--- src/rtl/mem_rd_port_arbiter_pkg.sv ---
// Shared types and constants for the memory read-port arbiter slice.
// Holds the arbiter state encoding, the requester-count ceiling and the rotate helper.
package mem_arb_pkg;

   localparam int unsigned MEM_ARB_MAX_REQ = 8;

   typedef enum logic [1:0] {
      ARB_IDLE,
      ARB_ISSUE,
      ARB_HOLD
   } ARB_STATE;

   // Requester index visited at a given step of the rotating scan after 'last'.
   function automatic int unsigned rr_index(input int unsigned last,
                                            input int unsigned step,
                                            input int unsigned n);
      return (last + step) % n;
   endfunction

endpackage

--- src/rtl/mem_rd_port_arbiter_rr_picker.sv ---
// Combinational round-robin picker: scans requesters starting just after the
// last granted one and reports the first active request.
module rr_picker
   import mem_arb_pkg::*;
#(
   parameter int unsigned N_REQ = 2
) (
   input  logic [N_REQ-1:0]         req,
   input  logic [$clog2(N_REQ)-1:0] last,
   output logic                     any,
   output logic [$clog2(N_REQ)-1:0] winner
);

   localparam int unsigned IDX_W = $clog2(N_REQ);

   logic        found;
   int unsigned idx;

   assign any = |req;

   always_comb begin
      winner = '0;
      found  = 1'b0;
      idx    = 0;
      for (int unsigned i = 1; i <= MEM_ARB_MAX_REQ; i++) begin
         if (i <= N_REQ) begin
            idx = rr_index(32'(last), i, N_REQ);
            if (!found && req[IDX_W'(idx)]) begin
               found  = 1'b1;
               winner = IDX_W'(idx);
            end
         end
      end
   end

endmodule

--- src/rtl/mem_rd_port_arbiter.sv ---
// Round-robin arbiter sharing one memory read port between N_REQ requesters,
// one outstanding read, registered response route-back and per-read timeout.
module mem_rd_port_arbiter
   import mem_arb_pkg::*;
#(
   parameter int unsigned N_REQ    = 2,
   parameter int unsigned ADDR_W   = 32,
   parameter int unsigned DATA_W   = 32,
   parameter int unsigned MAX_WAIT = 255
) (
   input  logic                           clk,
   input  logic                           reset,
   input  logic [N_REQ-1:0][ADDR_W-1:0]   req_rd_addr,
   input  logic [N_REQ-1:0]               req_rd_addr_valid,
   output logic [DATA_W-1:0]              req_rd_data,
   output logic [N_REQ-1:0]               req_rd_ack,
   output logic [N_REQ-1:0]               req_rd_err,
   output logic [ADDR_W-1:0]              mem_rd_addr,
   output logic                           mem_rd_addr_valid,
   input  logic [DATA_W-1:0]              mem_rd_data,
   input  logic                           mem_rd_ack,
   output logic [$clog2(N_REQ)-1:0]       grant_id,
   output logic                           busy
);

   localparam int unsigned GNT_W = $clog2(N_REQ);
   localparam int unsigned CNT_W = (MAX_WAIT == 0) ? 1 : $clog2(MAX_WAIT + 1);
   localparam logic [CNT_W-1:0] WAIT_LIMIT = (MAX_WAIT == 0) ? '0 : CNT_W'(MAX_WAIT - 1);

   ARB_STATE            state_q, state_d;
   logic [CNT_W-1:0]    wait_cnt_q, wait_cnt_d;
   logic [GNT_W-1:0]    last_grant_q, last_grant_d;
   logic [GNT_W-1:0]    grant_q, grant_d;
   logic [ADDR_W-1:0]   addr_q, addr_d;
   logic                addr_valid_q, addr_valid_d;
   logic [DATA_W-1:0]   data_q, data_d;
   logic [N_REQ-1:0]    ack_q, ack_d;
   logic [N_REQ-1:0]    err_q, err_d;

   logic                pick_any;
   logic [GNT_W-1:0]    pick_winner;

   rr_picker #(
      .N_REQ(N_REQ)
   ) u_picker (
      .req   (req_rd_addr_valid),
      .last  (last_grant_q),
      .any   (pick_any),
      .winner(pick_winner)
   );

   always_comb begin
      state_d      = state_q;
      wait_cnt_d   = wait_cnt_q;
      last_grant_d = last_grant_q;
      grant_d      = grant_q;
      addr_d       = addr_q;
      addr_valid_d = addr_valid_q;
      data_d       = data_q;
      ack_d        = '0;
      err_d        = '0;
      unique case (state_q)
         ARB_IDLE: begin
            if (pick_any) begin
               addr_d       = req_rd_addr[pick_winner];
               addr_valid_d = 1'b1;
               grant_d      = pick_winner;
               wait_cnt_d   = '0;
               state_d      = ARB_ISSUE;
            end
         end
         ARB_ISSUE: begin
            wait_cnt_d = wait_cnt_q + 1'b1;
            // Ack is tested first so a completion on the limit cycle is never aborted.
            if (mem_rd_ack) begin
               addr_valid_d   = 1'b0;
               data_d         = mem_rd_data;
               ack_d[grant_q] = 1'b1;
               last_grant_d   = grant_q;
               state_d        = ARB_HOLD;
            end else if ((MAX_WAIT != 0) && (wait_cnt_q == WAIT_LIMIT)) begin
               addr_valid_d   = 1'b0;
               err_d[grant_q] = 1'b1;
               last_grant_d   = grant_q;
               state_d        = ARB_HOLD;
            end
         end
         ARB_HOLD: begin
            state_d = ARB_IDLE;
         end
         default: begin
            state_d = ARB_IDLE;
         end
      endcase
   end

   always_ff @(posedge clk or posedge reset) begin
      if (reset) begin
         state_q      <= ARB_IDLE;
         wait_cnt_q   <= '0;
         last_grant_q <= GNT_W'(N_REQ - 1);
         grant_q      <= '0;
         addr_q       <= '0;
         addr_valid_q <= 1'b0;
         data_q       <= '0;
         ack_q        <= '0;
         err_q        <= '0;
      end else begin
         state_q      <= state_d;
         wait_cnt_q   <= wait_cnt_d;
         last_grant_q <= last_grant_d;
         grant_q      <= grant_d;
         addr_q       <= addr_d;
         addr_valid_q <= addr_valid_d;
         data_q       <= data_d;
         ack_q        <= ack_d;
         err_q        <= err_d;
      end
   end

   assign req_rd_data       = data_q;
   assign req_rd_ack        = ack_q;
   assign req_rd_err        = err_q;
   assign mem_rd_addr       = addr_q;
   assign mem_rd_addr_valid = addr_valid_q;
   assign grant_id          = grant_q;
   assign busy              = (state_q != ARB_IDLE);

endmodule
--- config.mk ---
export PLATFORM = sky130hd
export DESIGN_NAME = mem_rd_port_arbiter
export DESIGN_NICKNAME = d
export VERILOG_FILES = /design/src/rtl/mem_rd_port_arbiter_pkg.sv /design/src/rtl/mem_rd_port_arbiter_rr_picker.sv /design/src/rtl/mem_rd_port_arbiter.sv
export SDC_FILE = /design/constraint.sdc
export NUM_CORES = 1
export LEC_CHECK = 0
export CAP_MARGIN = 20
export CORE_MARGIN = 1
export CORE_UTILIZATION = 40
export DETAILED_ROUTE_END_ITERATION = 8
export PLACE_DENSITY = 0.87
export SLEW_MARGIN = 15
export SYNTH_ARGS = -nofsm -noshare
export SYNTH_HDL_FRONTEND = slang
export SYNTH_SLANG_ARGS = --single-unit
--- constraint.sdc ---
create_clock -name clk -period 3 [get_ports clk]
set_clock_uncertainty 0.1 [all_clocks]
set_input_delay 0.6 -clock clk [delete_from_list [all_inputs] [get_ports clk]]
set_output_delay 0.6 -clock clk [all_outputs]
set_load 0.05 [all_outputs]
[After elaboration in Yosys (flattened, before gate mapping)]
Index checks and enable logic that the tools add are counted.
Storage, ports and cells
  register bits: 81
  latch bits: 0
  memory bits (writable): 0
  ROM bits: 0
  input port bits: 101
  output and inout port bits: 71
  logic and storage cells: 63
  memories: 0
Cells by class
  $add $sub $neg: 3
  multipliers: 0
  div/mod/pow operators: 0
  order comparisons: 5
  eq/ne operators: 4
  shifts and indexed selects: 0
  muxes and demuxes: 28
  bitwise gates (word level): 0
  reduce and logical (&&, ||, !) cells: 14
Operators by type and width (number)
  32-bit 2-to-1 mux: 2
  2-bit 2-to-1 mux: 8
  8-bit case mux with 2 select lines: 1
  1-bit 2-to-1 mux: 13
  2-bit AND reduction: 5
  8-bit by 1-bit adder with 8-bit output (second input constant): 1
  8-bit equality test (second input constant): 1
  1-bit by 2-bit < comparator with 1-bit output (second input constant): 4
  8-bit 2-to-1 mux: 1
  2-bit nonzero test: 3
  2-bit case mux with 2 select lines: 1
  3-bit inequality test (second input constant): 1
  3-bit AND reduction: 1
  1-bit adder (second input constant): 2
  2-bit by 1-bit equality test with 1-bit output (second input constant): 1
  1-bit logical AND: 2
  2-bit zero test: 1
  2-bit inequality test (second input constant): 1
  1-bit case mux with 2 select lines: 1
  2-bit OR reduction: 1
  1-bit demux with 1-bit select: 1
  1-bit greater-or-equal comparator (second input constant): 1
  1-bit zero test: 1

[Depth between registers and ports, before layout]
  depth after elaboration: 9
  mapped depth: 6
  mapped depth without buffers: 6

[By module]
A second synthesis with hierarchy kept.
Second synthesis, totals
  cell total of the unflattened synthesis: 284
  area, all modules: 3412.0 um^2
By module, submodules not included
  mem_rd_port_arbiter: instances 1, cells each 282, area an instance 3398.3 um^2, sequential area each 2028.2 um^2
  rr_picker: instances 1, cells each 2, area an instance 13.8 um^2, sequential area each 0.0 um^2

[Worst setup path before layout]
OpenSTA, ideal clock, no wires.
  path kind: reg2reg
  from: register state_q[0]
  to: register addr_q[10] (netlist: mem_rd_addr[10])
  library setup time: 0.132 ns
  data arrival time: 1.525 ns
  data required time: 2.768 ns
  setup slack: 1.243 ns
  cell stages (with the launch flop): 7
  buffers on the path: 2
  period minus slack after synthesis: 1.757 ns
  cells stage by stage: dfrtp_1 or2_1 or2_1 buf_6 buf_2 nand2_1 o21ai_1
On the way
  longest elaborated chain between the ends: 2
RTL lines
  start: declaration: line mem_rd_port_arbiter.sv:30  | ARB_STATE state_q, state_d;
  start signal: assignment: line mem_rd_port_arbiter.sv:109  | state_q <= state_d;
  2-bit zero test: line mem_rd_port_arbiter.sv:62  | unique case (state_q)
  2-bit AND reduction (no source line)
  end signal: assignment: line mem_rd_port_arbiter.sv:113  | addr_q <= addr_d;
  end: declaration: line mem_rd_port_arbiter.sv:34  | logic [ADDR_W-1:0] addr_q, addr_d;
No other way between the ends.
A chain may end at the register's enable or synchronous reset.

[Worst setup path in the final report]
  from: register state_q[0]
  to: output busy
On the way
  longest elaborated chain between the ends: 1
RTL lines
  2-bit nonzero test: line mem_rd_port_arbiter.sv:127  | assign busy = (state_q != ARB_IDLE);
  end: declaration: line mem_rd_port_arbiter.sv:23  | output logic busy
No other way between the ends.

==> metrics.md <==
| Metric | Value |
|---|---|
| PortBufs | 171 |
| Post-synthesis net count | 379 |
| Setup Fix Bufs, Post-CTS | 0 |
| Tcrit/Tclk final | 0.811 |
| Relative slew margins | 0.503 |
| Area of the multi-input gates | 1300 um2 |
| Synth Area in Compound Gates | 0.0787 |
| First-pass GRT wire length | 11800 um |
| # hold bufs at CTS | 0 |
| Initial cell density of the core | 0.416 |
| DR vias | 2687 |
| CTS root buffer | clkbuf_8 |
| Die Y-Extent | 94.7 um |
| Core area | 8260 um2 |
| Setup TNS | 0 ns |
| Synth unique cells | 29 |
| Hold Fails Final Rpt | 0 |
| Simple-gate share of the synthesized area | 0.0830 |
| Most frequent cells in the layout | 171 x clkdlybuf4s50_1, 80 x dfrtp_1, 40 x nand2_1 |
| Min-delay worst type | reg -> reg |
| Min Tclk post-route | 2.43 ns |
| Initial antenna violation count | 0 |
| Worst vdd ir | 0.690 mV |
| Most common cell after layout, fill and taps aside | clkdlybuf4s50_1 |
| Avg WL per Cell | 13.6 um |
| Die ar. | 8960 um2 |
| CTS Sinks | 81 |
| Vias/cell | 4.82 |
| Fmax | 0.411 GHz |
| CP Class | reg -> out |
| Row Count | 33 |
| PnR worst setup slack | 0.567 ns |
| Synthesized-area fraction occupied by adder cells | 0.00728 |
| CTS Buf Count | 9 |
| Final RePlAce weighted congestion | 0.700 |
| Seq/Total Area, Yosys | 0.590 |
| Final slew viol count | 0 |
| Routed WL | 7610 um |
| Total number of yosys warnings | 0 |
| Clock Path Buffers | 2 |
| H-tree Lvls | 3 |
| Area growth syn-to-layout | 57.7% |
| Share of layout cells above drive strength 1 | 0.152 |
| RSZ-0062 raised after global routing | false |
| Detailed Place HPWL | 5790 um |
| CTS tree | built |
| CTS resizes | 0 |
| Vias in the first global route | 2542 |
| Pre-CTS WS | 0.654 ns |
| Drt pass-1 iters | 4 |
| Final Setup Violations | 0 |
| ANT nets after route | 0 |
| GRT Util Overall | 0.172 |
| Status | complete, no violations |
| Syn avg cell area | 12.4 um2 |
| CP required | 2.30 ns |
| Mux share of post-synthesis cell area | 0.207 |
| Number of max-cap violations | 0 |
| Leakage power | 2.33 nW |
| IO Count | 172 |
| Pwr dens | 1160 nW/um2 |
| Synth Cell Area | 3440 um2 |
| Crit end category | primary output |
| N_diodes | 0 |
| Measured slew at the worst slew-check pin | 0.743 ns |
| # DRC | 0 |
| Reg area | 2030 um2 |
| Post-synthesis xor/xnor area fraction | 0 |
| Critical path peak fanout | 3 |
| Grt ovf | 0 |
| Combinational family with the most area after synthesis | multiplexers |
| Iter 0 DRT Violations | 84 |
| Layout fillers | 660 |
| Worst EP arrival | 1.73 ns |
| Largest net degree at the start of global routing | 51 |
| Clk_lat worst skew | 0.34 ns |
| Die Width | 94.7 um |
| CP Launch Type | flop |
| Post-synthesis register bit count | 81 |
| Post-Synthesis Cells | 276 |
| CTS clk-pin slew, worst paths | 0.08 ns |
| Fin nets | 551 |
==> worst max-delay path, stage by stage, from the launching register on <==
cell	delay, ns
dfrtp_1	0.39
or2_1	0.27
clkdlybuf4s50_1	0.74
==> synthesized netlist by cell type <==
master    count  area share
and2b_1       1      0.0022
nor2_2        1      0.0018
clkbuf_1      1      0.0011
o21ai_1      26       0.038
nand3_1       7       0.010
o31ai_1       2      0.0044
and3_1        3      0.0055
mux2i_1      34       0.099
o211ai_2      1      0.0036
o21ai_0       2      0.0029
a21boi_0      1      0.0022
o21ai_2      10       0.025
mux2_1        1      0.0033
clkbuf_4      2      0.0044
dfstp_2       1      0.0076
nor3_1        1      0.0015
dfrtp_1      80        0.58
buf_2         8       0.012
ha_1          2      0.0073
nand2_1      40       0.044
mux2_2       32        0.10
nand2_2       1      0.0018
or2_1         2      0.0036
inv_1         3      0.0033
o21a_1        1      0.0022
nand4_1       3      0.0055
nand2b_1      1      0.0018
buf_6         4       0.013
nor2_1        5      0.0055
==> area by class of cell <==
class,instances,share of cell area
clock inverters,5,0.00716
well taps,105,0.0242
flip-flops and latches,81,0.374
repair buffers,176,0.325
clock buffers,11,0.0261
multi-input cells,177,0.241
inverters,3,0.00231
==> worst paths after layout <==
check                                     start              end  slack (ns)  depth (start not counted)
worst min register to register  mem_rd_addr[26]  mem_rd_addr[26]        0.38                          2
min in group asynchronous                 reset  req_rd_data[18]        0.52                          2
worst min-delay path            mem_rd_addr[26]  mem_rd_addr[26]        0.38                          2
worst max-delay path                 state_q[0]             busy        0.57                          2
max in group asynchronous                 reset     last_grant_q        1.60                          3
worst max register to register       state_q[0]  req_rd_data[23]        1.17                          3
==> where the power goes <==
group	switching, mW	total, mW	internal [mW]
clock	0.395	0.722	0.326
sequential	0.279	1.86	1.59
combinational	2.36	3.69	1.33
total	3.04	6.28	3.24
==> layer usage <==
layer  global-route usage  part of all wire
met1                0.199              0.40
met2                0.302              0.53
met3               0.0475             0.063
met4               0.0669             0.015
met5                    0                 0
==> per-stage QoR <==
stage          hold WS, ns  instances  cell area [um2]   util  power, mW
6_report             0.381        558             5420  0.656       6.28
5_1_grt              0.405        558             5420  0.656       6.60
4_1_cts              0.384        558             5420  0.656       6.35
3_5_place_dp         0.365        542             5240  0.634       5.61
3_3_place_gp         0.361        542             5240  0.634       5.52
2_1_floorplan        0.349        276             3440      -       4.36
==> sequential cells by signal, summed over array words and instances (netlist names) <==
signal,cells
mem_rd_addr,32
req_rd_data,32
wait_cnt_q,8
req_rd_ack,2
req_rd_err,2
state_q,2
grant_id,1
last_grant_q,1
mem_rd_addr_valid,1
==> cell families after synthesis <==
group                    Yosys count
AO/OA/AOI/OAI                     43
adder cells (fa/ha/maj)            2
buffers and inverters             18
flip-flops                        81
multiplexers                      67
AND/OR/NAND/NOR                   65
Note: power is estimated with default switching activity, not from simulation.
